$ cat config.mk
export PLATFORM = sky130hd
export DESIGN_NAME = muldiv_unit_flat
export DESIGN_NICKNAME = d
export VERILOG_FILES = /design/src/rtl/muldiv_unit_pkg.sv /design/src/rtl/muldiv_unit_if.sv /design/src/rtl/muldiv_unit_twos_neg.sv /design/src/rtl/muldiv_unit.sv /design/src/flat_wrapper.sv
export SDC_FILE = /design/constraint.sdc
export NUM_CORES = 1
export LEC_CHECK = 0
export CORE_MARGIN = 2
export CORE_UTILIZATION = 55
export DETAILED_ROUTE_END_ITERATION = 8
export MAX_ROUTING_LAYER = met4
export PLACE_DENSITY = 0.8
export SETUP_SLACK_MARGIN = 0.15
export SYNTH_ARGS = -nofsm -noshare
export SYNTH_HDL_FRONTEND = slang
export SYNTH_SLANG_ARGS = --single-unit
$ cat constraint.sdc
create_clock -name clk -period 6.37 [get_ports clk]
set_input_delay 1.274 -clock clk [delete_from_list [all_inputs] [get_ports clk]]
set_output_delay 1.274 -clock clk [all_outputs]
set_load 0.02 [all_outputs]
$ cat src/rtl/muldiv_unit_pkg.sv
// Shared constants for the iterative multiply/divide unit: operation
// encodings, FSM state encodings, latency and small op-decode helpers.
package muldiv_unit_pkg;

    localparam int MD_XLEN    = 32;
    localparam int MD_LATENCY = MD_XLEN + 2;

    // Operation encodings (op input)
    localparam logic [1:0] MD_MULT  = 2'b00;
    localparam logic [1:0] MD_MULTU = 2'b01;
    localparam logic [1:0] MD_DIV   = 2'b10;
    localparam logic [1:0] MD_DIVU  = 2'b11;

    // FSM state encodings
    localparam logic [2:0] MD_ST_IDLE = 3'd0;
    localparam logic [2:0] MD_ST_PREP = 3'd1;
    localparam logic [2:0] MD_ST_RUN  = 3'd2;
    localparam logic [2:0] MD_ST_FIX  = 3'd3;
    localparam logic [2:0] MD_ST_DONE = 3'd4;

    // Signed ops have op[0] clear (MULT, DIV)
    function automatic logic md_is_signed(input logic [1:0] op);
        return ~op[0];
    endfunction

    // Divide ops have op[1] set (DIV, DIVU)
    function automatic logic md_is_div(input logic [1:0] op);
        return op[1];
    endfunction

endpackage

$ cat src/rtl/muldiv_unit_if.sv
// Request/result bundle between the control/register-file side (master)
// and the multiply/divide unit (slave).
interface muldiv_unit_if #(
    parameter int XLEN = 32
);
    logic                start;
    logic [1:0]          op;
    logic [XLEN-1:0]     a;
    logic [XLEN-1:0]     b;
    logic                busy;
    logic [2*XLEN-1:0]   lohi_data;
    logic                WriteLoHi;
    logic                div_by_zero;

    modport master (
        output start, op, a, b,
        input  busy, lohi_data, WriteLoHi, div_by_zero
    );

    modport slave (
        input  start, op, a, b,
        output busy, lohi_data, WriteLoHi, div_by_zero
    );
endinterface

$ cat src/rtl/muldiv_unit_twos_neg.sv
// Conditional two's-complement negate: o_val = i_en ? -i_val : i_val.
// Used for operand magnitudes and for result sign correction.
module twos_neg #(
    parameter int WIDTH = 32
) (
    input  logic             i_en,
    input  logic [WIDTH-1:0] i_val,
    output logic [WIDTH-1:0] o_val
);
    assign o_val = i_en ? (~i_val + WIDTH'(1)) : i_val;
endmodule

$ cat src/rtl/muldiv_unit.sv
// Iterative radix-2 multiply/divide unit producing the 64-bit hi/lo result
// for MULT, MULTU, DIV and DIVU with a start/busy handshake.
module muldiv_unit
    import muldiv_unit_pkg::*;
#(
    parameter int XLEN = MD_XLEN
) (
    input  logic         clk,
    input  logic         reset,
    muldiv_unit_if.slave bus
);
    localparam int CW = $clog2(XLEN);

    logic [2:0]        r_state;
    logic [1:0]        r_op;
    logic [XLEN-1:0]   r_a;        // original dividend/multiplicand, kept for div-by-zero hi
    logic [XLEN-1:0]   r_b;        // raw b on accept, magnitude of b from PREP onwards
    logic [XLEN-1:0]   r_hi;       // partial product high half / partial remainder
    logic [XLEN-1:0]   r_lo;       // multiplier being shifted out / dividend becoming quotient
    logic              r_neg_lo;   // negate product (mult) or quotient (div)
    logic              r_neg_hi;   // negate remainder (signed div with negative a)
    logic [CW-1:0]     r_cnt;
    logic              r_busy;
    logic              r_wr;
    logic              r_dbz;
    logic [2*XLEN-1:0] r_result;

    logic              w_prep;
    logic              w_x_en, w_y_en;
    logic [XLEN-1:0]   w_x_in, w_y_in, w_neg_x, w_neg_y;
    logic [2*XLEN-1:0] w_neg_p;
    logic [XLEN:0]     w_sum;
    logic [XLEN:0]     w_shift;
    logic              w_ge;
    logic [XLEN-1:0]   w_sub;
    logic [XLEN-1:0]   w_step_hi, w_step_lo;
    logic              w_dbz;
    logic [2*XLEN-1:0] w_fix;

    // Share the two 32-bit negators: operand magnitudes in PREP, quotient/remainder sign fix in FIX
    // NOTE: every always_comb output gets a default before any branch so no latch is inferred.
    always_comb begin
        w_prep = (r_state == MD_ST_PREP);
        w_x_en = r_neg_lo;
        w_x_in = r_lo;
        w_y_en = r_neg_hi;
        w_y_in = r_hi;
        if (w_prep) begin
            w_x_en = md_is_signed(r_op) & r_a[XLEN-1];
            w_x_in = r_a;
            w_y_en = md_is_signed(r_op) & r_b[XLEN-1];
            w_y_in = r_b;
        end
    end

    twos_neg #(.WIDTH(XLEN)) u_neg_x (
        .i_en  (w_x_en),
        .i_val (w_x_in),
        .o_val (w_neg_x)
    );

    twos_neg #(.WIDTH(XLEN)) u_neg_y (
        .i_en  (w_y_en),
        .i_val (w_y_in),
        .o_val (w_neg_y)
    );

    twos_neg #(.WIDTH(2*XLEN)) u_neg_p (
        .i_en  (r_neg_lo),
        .i_val ({r_hi, r_lo}),
        .o_val (w_neg_p)
    );

    // One radix-2 step (shift-add or restoring shift-subtract) and the FIX-stage result mux
    always_comb begin
        w_sum   = {1'b0, r_hi} + (r_lo[0] ? {1'b0, r_b} : '0);
        w_shift = {r_hi, r_lo[XLEN-1]};
        w_ge    = (w_shift >= {1'b0, r_b});
        // Low bits suffice: when w_ge holds the true difference is below the divisor.
        w_sub   = w_shift[XLEN-1:0] - r_b;
        if (md_is_div(r_op)) begin
            w_step_hi = w_ge ? w_sub : w_shift[XLEN-1:0];
            w_step_lo = {r_lo[XLEN-2:0], w_ge};
        end else begin
            w_step_hi = w_sum[XLEN:1];
            w_step_lo = {w_sum[0], r_lo[XLEN-1:1]};
        end

        w_dbz = md_is_div(r_op) & (r_b == '0);
        if (!md_is_div(r_op))
            w_fix = w_neg_p;
        else if (w_dbz)
            w_fix = {r_a, {XLEN{1'b1}}};
        else
            w_fix = {w_neg_y, w_neg_x};
    end

    // Control FSM and datapath registers
    // NOTE: sequential state uses non-blocking assignments so every flop samples pre-edge values.
    always_ff @(posedge clk or posedge reset) begin
        if (reset) begin
            r_state  <= MD_ST_IDLE;
            r_op     <= '0;
            r_a      <= '0;
            r_b      <= '0;
            r_hi     <= '0;
            r_lo     <= '0;
            r_neg_lo <= 1'b0;
            r_neg_hi <= 1'b0;
            r_cnt    <= '0;
            r_busy   <= 1'b0;
            r_wr     <= 1'b0;
            r_dbz    <= 1'b0;
            r_result <= '0;
        end else begin
            case (r_state)
                MD_ST_IDLE: begin
                    if (bus.start) begin
                        r_op    <= bus.op;
                        r_a     <= bus.a;
                        r_b     <= bus.b;
                        r_busy  <= 1'b1;
                        r_state <= MD_ST_PREP;
                    end
                end
                MD_ST_PREP: begin
                    r_lo     <= w_neg_x;
                    r_b      <= w_neg_y;
                    r_hi     <= '0;
                    r_cnt    <= '0;
                    r_neg_lo <= md_is_signed(r_op) & (r_a[XLEN-1] ^ r_b[XLEN-1]);
                    r_neg_hi <= md_is_signed(r_op) & md_is_div(r_op) & r_a[XLEN-1];
                    r_state  <= MD_ST_RUN;
                end
                MD_ST_RUN: begin
                    r_hi  <= w_step_hi;
                    r_lo  <= w_step_lo;
                    r_cnt <= r_cnt + 1'b1;
                    if (r_cnt == CW'(XLEN-1))
                        r_state <= MD_ST_FIX;
                end
                MD_ST_FIX: begin
                    r_result <= w_fix;
                    r_dbz    <= w_dbz;
                    r_wr     <= 1'b1;
                    r_state  <= MD_ST_DONE;
                end
                MD_ST_DONE: begin
                    r_wr    <= 1'b0;
                    r_dbz   <= 1'b0;
                    r_busy  <= 1'b0;
                    r_state <= MD_ST_IDLE;
                end
                default: r_state <= MD_ST_IDLE;
            endcase
        end
    end

    assign bus.busy        = r_busy;
    assign bus.lohi_data   = r_result;
    assign bus.WriteLoHi   = r_wr;
    assign bus.div_by_zero = r_dbz;

endmodule

$ cat src/flat_wrapper.sv
// flat-port wrapper written by rule: the top's interface ports become plain ports
module muldiv_unit_flat import muldiv_unit_pkg::*;
#(
    parameter int XLEN = MD_XLEN
)
  (clk, reset, bus_start, bus_op, bus_a, bus_b, bus_busy, bus_lohi_data, bus_WriteLoHi, bus_div_by_zero);
  muldiv_unit_if #(.XLEN(XLEN)) bus_i ();
  input  logic clk;
  input  logic reset;
  input wire logic [$bits(bus_i.start)-1:0] bus_start;
  input wire logic [$bits(bus_i.op)-1:0] bus_op;
  input wire logic [$bits(bus_i.a)-1:0] bus_a;
  input wire logic [$bits(bus_i.b)-1:0] bus_b;
  output wire logic [$bits(bus_i.busy)-1:0] bus_busy;
  output wire logic [$bits(bus_i.lohi_data)-1:0] bus_lohi_data;
  output wire logic [$bits(bus_i.WriteLoHi)-1:0] bus_WriteLoHi;
  output wire logic [$bits(bus_i.div_by_zero)-1:0] bus_div_by_zero;
  assign bus_i.start = bus_start;
  assign bus_i.op = bus_op;
  assign bus_i.a = bus_a;
  assign bus_i.b = bus_b;
  assign bus_busy = bus_i.busy;
  assign bus_lohi_data = bus_i.lohi_data;
  assign bus_WriteLoHi = bus_i.WriteLoHi;
  assign bus_div_by_zero = bus_i.div_by_zero;
  muldiv_unit #(.XLEN(XLEN)) u_core (.clk(clk), .reset(reset), .bus(bus_i));
endmodule
==> impl_metrics.tcl <==
set metrics [dict create \
    grt_pass1_wl_um 96300 \
    postSynth.topFlopCell "sky130_fd_sc_hd__dfrtp_1" \
    max_freq_ghz 0.233 \
    final.hold.worst_slack_ns 0.478 \
    seq_area_frac_synth_pct 30.1 \
    htree_levels 1 \
    timing_max_transition_violations_final 0 \
    gp_congestion 1.02 \
    max-clock-path-buffers 3 \
    worstPathArrival_ns 4.68 \
    timing.final.crit_period_ns 4.30 \
    synth_top_cell_area_share_pct 30.1 \
    clk_latency_ns 0.54 \
    critPathMaxStageDelay_ns 0.76 \
    path_clk_slew_ns 0.06 \
    finClkSkew_ns 0.0176 \
    initialDrtViolationCount 2446 \
    post_cts_resize_count 0 \
    vias_per_cell 6.82 \
    vias_in_the_first_global_route 16700 \
    grtUsageTotal_pct 38.0 \
    synth_seq_cells 207 \
    tightest_slew_ns 1.25 \
    cts.hold.buffers_added 0 \
    detail_route.wl_per_cell_um 24.0 \
    hp_class "register to register" \
    grt.busiest_layer "met2" \
    placement.setup.worst_slack_ns 2.21 \
    max-vdd-ir-drop_mv 0.324 \
    io_buffers 135 \
    setup_tns_ns 0 \
    design.portCount 136 \
    ctsRootBufferMaster "sky130_fd_sc_hd__clkbuf_16" \
    dp.final_hpwl_um 44200 \
    syn_area_um2 17200 \
    hold_depth 2 \
    place_area_um2 18600 \
    seq_area_um2 5180 \
    cp_data_required_time_ns 6.75 \
    async_flop_share_pct 100 \
    timing.setup.critical_path_class "register to register" \
    synthToLayoutAreaGrowth_pct 13.2 \
    instances_no_fill 2561 \
    final_layout_size_suffix_gt1_share_pct 6.00 \
    postLayoutCoreUtil_pct 63.5 \
    fp.coreArea_um2 30700 \
    numClockSinks 207 \
    drcViolationCount 0 \
    slew-limit-headroom_pct 16.9 \
    setup_repair_after_global_routing_missed_its_margin "no" \
    power.density_cell_area_nw_per_um2 665 \
    first_pass_iters 5 \
    synth_cells 2128 \
    final_net_count 2289 \
    syn-mean-instance-area_um2 8.10 \
    synth.distinct_cells 84 \
    worstPathMaxFanout 77 \
    globalRouteMet3Util_pct 4.45 \
    drt.antenna.violating_nets 0 \
    detail_route.wirelength_um 61400 \
    cts_made_buffers 25 \
    floorplan.die.width_um 181 \
    tritoncts_clock_tree "done" \
    place_inst 2518 \
    critical_path.startpoint_type "register" \
    total_power_mw 13.0 \
    detailroute.via_count 17500 \
    start_util_pct 56.0 \
    post-synth-top-area-cell "sky130_fd_sc_hd__dfrtp_1" \
    layout.filler_cells 2664 \
    antenna_found_initial 0 \
    static-leakage-power_nw 8.19 \
    outcome "completed" \
    cap_violations 0 \
    antenna_cells_inserted 0 \
    setup_viol_count_final 0 \
    globalRouteOverflowTotal 0 \
    total_area_of_multi_input_combinational_cells_um2 11200 \
    post_synth_main_area_contributors "sky130_fd_sc_hd__dfrtp_1, sky130_fd_sc_hd__a21oi_1, sky130_fd_sc_hd__xnor2_1, sky130_fd_sc_hd__o21ai_0, sky130_fd_sc_hd__ha_1" \
    std_cell_rows 64 \
    finalCritPeriodShare_pct 67.4 \
    syn-num-nets 2268 \
    floorplan.die_area_um2 32800 \
    critical_path.slowest_cell "sky130_fd_sc_hd__buf_4" \
    timing.critical_path.to_type "register" \
    synth_edf_count 0 \
    hold_viol 0 \
    crit_path_cell_trace "nor3b_2, buf_4, nand3_1, o22a_1, or4_4, or3_4, nand2_1, xor2_1, a221oi_1, o21ai_2" \
    fin_ws_ns 2.07 \
    worstRegToRegCells 10 \
    grt_max_degree 153 \
    dieHeight_um 181 \
    number_of_warnings_issued_by_yosys 0 \
    total_setup_buffers_inserted_after_cts 0 \
    met1_demand_to_capacity_share_in_global_routing_pct 50.9 \
    grtUsageMet2_pct 59.5 \
    final_area_um2 19500 \
]
metal layers:
metal  share of wire (%)  vias up
met5                   0        -
met4                 3.8        0
met3                 8.7      166
met2                  46      974
met1                  42     8454
li1                    -     7860
layout by cell type, fill, tap and decap left out, types with 50 or more instances in the layout:
cell type	count
sky130_fd_sc_hd__o22ai_1	57
sky130_fd_sc_hd__nand2_1	207
sky130_fd_sc_hd__clkdlybuf4s50_1	135
sky130_fd_sc_hd__nor2_1	168
sky130_fd_sc_hd__ha_1	69
sky130_fd_sc_hd__xnor2_1	112
sky130_fd_sc_hd__xor2_1	63
sky130_fd_sc_hd__o21ai_0	177
sky130_fd_sc_hd__a21oi_1	196
sky130_fd_sc_hd__dfrtp_1	205
sky130_fd_sc_hd__inv_1	52
sky130_fd_sc_hd__nor3_1	50
sky130_fd_sc_hd__mux2i_1	86
cell usage after synthesis, drive strengths merged, types with 30 or more instances:
master and number:
nand3 43, clkbuf 122, xnor2 112, o22ai 57
a21oi 197, nor2 170, inv 53, mux2 35
dfrtp 207, o31ai 30, nor3 52, o21ai 191
buf 42, xor2 63, nand2 208, mux2i 90
ha 69
path summary, 6_finish.rpt:
| path | startpoint | end | slack (ns) |
|---|---|---|---|
| hold reg to reg | u_core.bus.lohi_data[20]$_DFFE_PP0P_ | u_core.bus.lohi_data[20]$_DFFE_PP0P_ | 0.48 |
| setup reg to reg | u_core.r_state[0]$_DFFE_PP0P_ | u_core.bus.lohi_data[54]$_DFFE_PP0P_ | 2.07 |
| max in group asynchronous | reset | u_core.r_op[1]$_DFFE_PP0P_ | 4.17 |
| min in group asynchronous | reset | u_core.r_a[6]$_DFFE_PP0P_ | 1.27 |
| setup / recovery | u_core.r_state[0]$_DFFE_PP0P_ | u_core.bus.lohi_data[54]$_DFFE_PP0P_ | 2.07 |
| hold / removal | u_core.bus.lohi_data[20]$_DFFE_PP0P_ | u_core.bus.lohi_data[20]$_DFFE_PP0P_ | 0.48 |
registers in the layout (all words and copies together) (netlist names), 2 cells and up:
signal	cells
u_core.r_b	32
u_core.r_lo	32
u_core.r_state	3
u_core.bus.lohi_data	64
u_core.r_a	32
u_core.r_hi	32
u_core.r_op	2
u_core.r_cnt	5
worst max-delay path: cells and delay by family (launching register included):
kind | cells | cell delay [ns]
buffers and inverters | 1 | 0.76
AOI/OAI and AO/OA | 3 | 0.78
and+or+nand+nor | 5 | 1.95
DFF | 1 | 0.57
xor gates and xnor gates | 1 | 0.08
where the power goes:
part	internal [mW]	switching, mW	total [mW]	leakage (nW)
combinational	3.35	4.95	8.29	5.24
sequential	1.93	1.17	3.10	2.53
clock	0.984	0.604	1.59	0.423
total	6.26	6.72	13.0	8.19
final cells by class:
class                   count  area share [%]
flip-flops and latches    207            26.6
well taps                 396            2.54
clock inverters             9            1.01
repair buffers            158            7.87
inverters                  55            1.08
multi-input cells        1702            57.4
clock buffers              34            3.48
kinds of logic (layout without fill, tap and decap cells):
logic type / after synthesis / in the layout / synth area share (%)
AO/OA/AOI/OAI: 709 / 709 / 25.9
XOR/XNOR: 175 / 175 / 8.89
adder cells (fa/ha/maj): 71 / 71 / 5.24
buffers and inverters: 219 / 256 / 5.15
flip-flops: 207 / 207 / 30.1
multiplexers: 125 / 125 / 7.65
AND/OR/NAND/NOR: 622 / 622 / 17.1
Power figures use the tool's default switching activity.
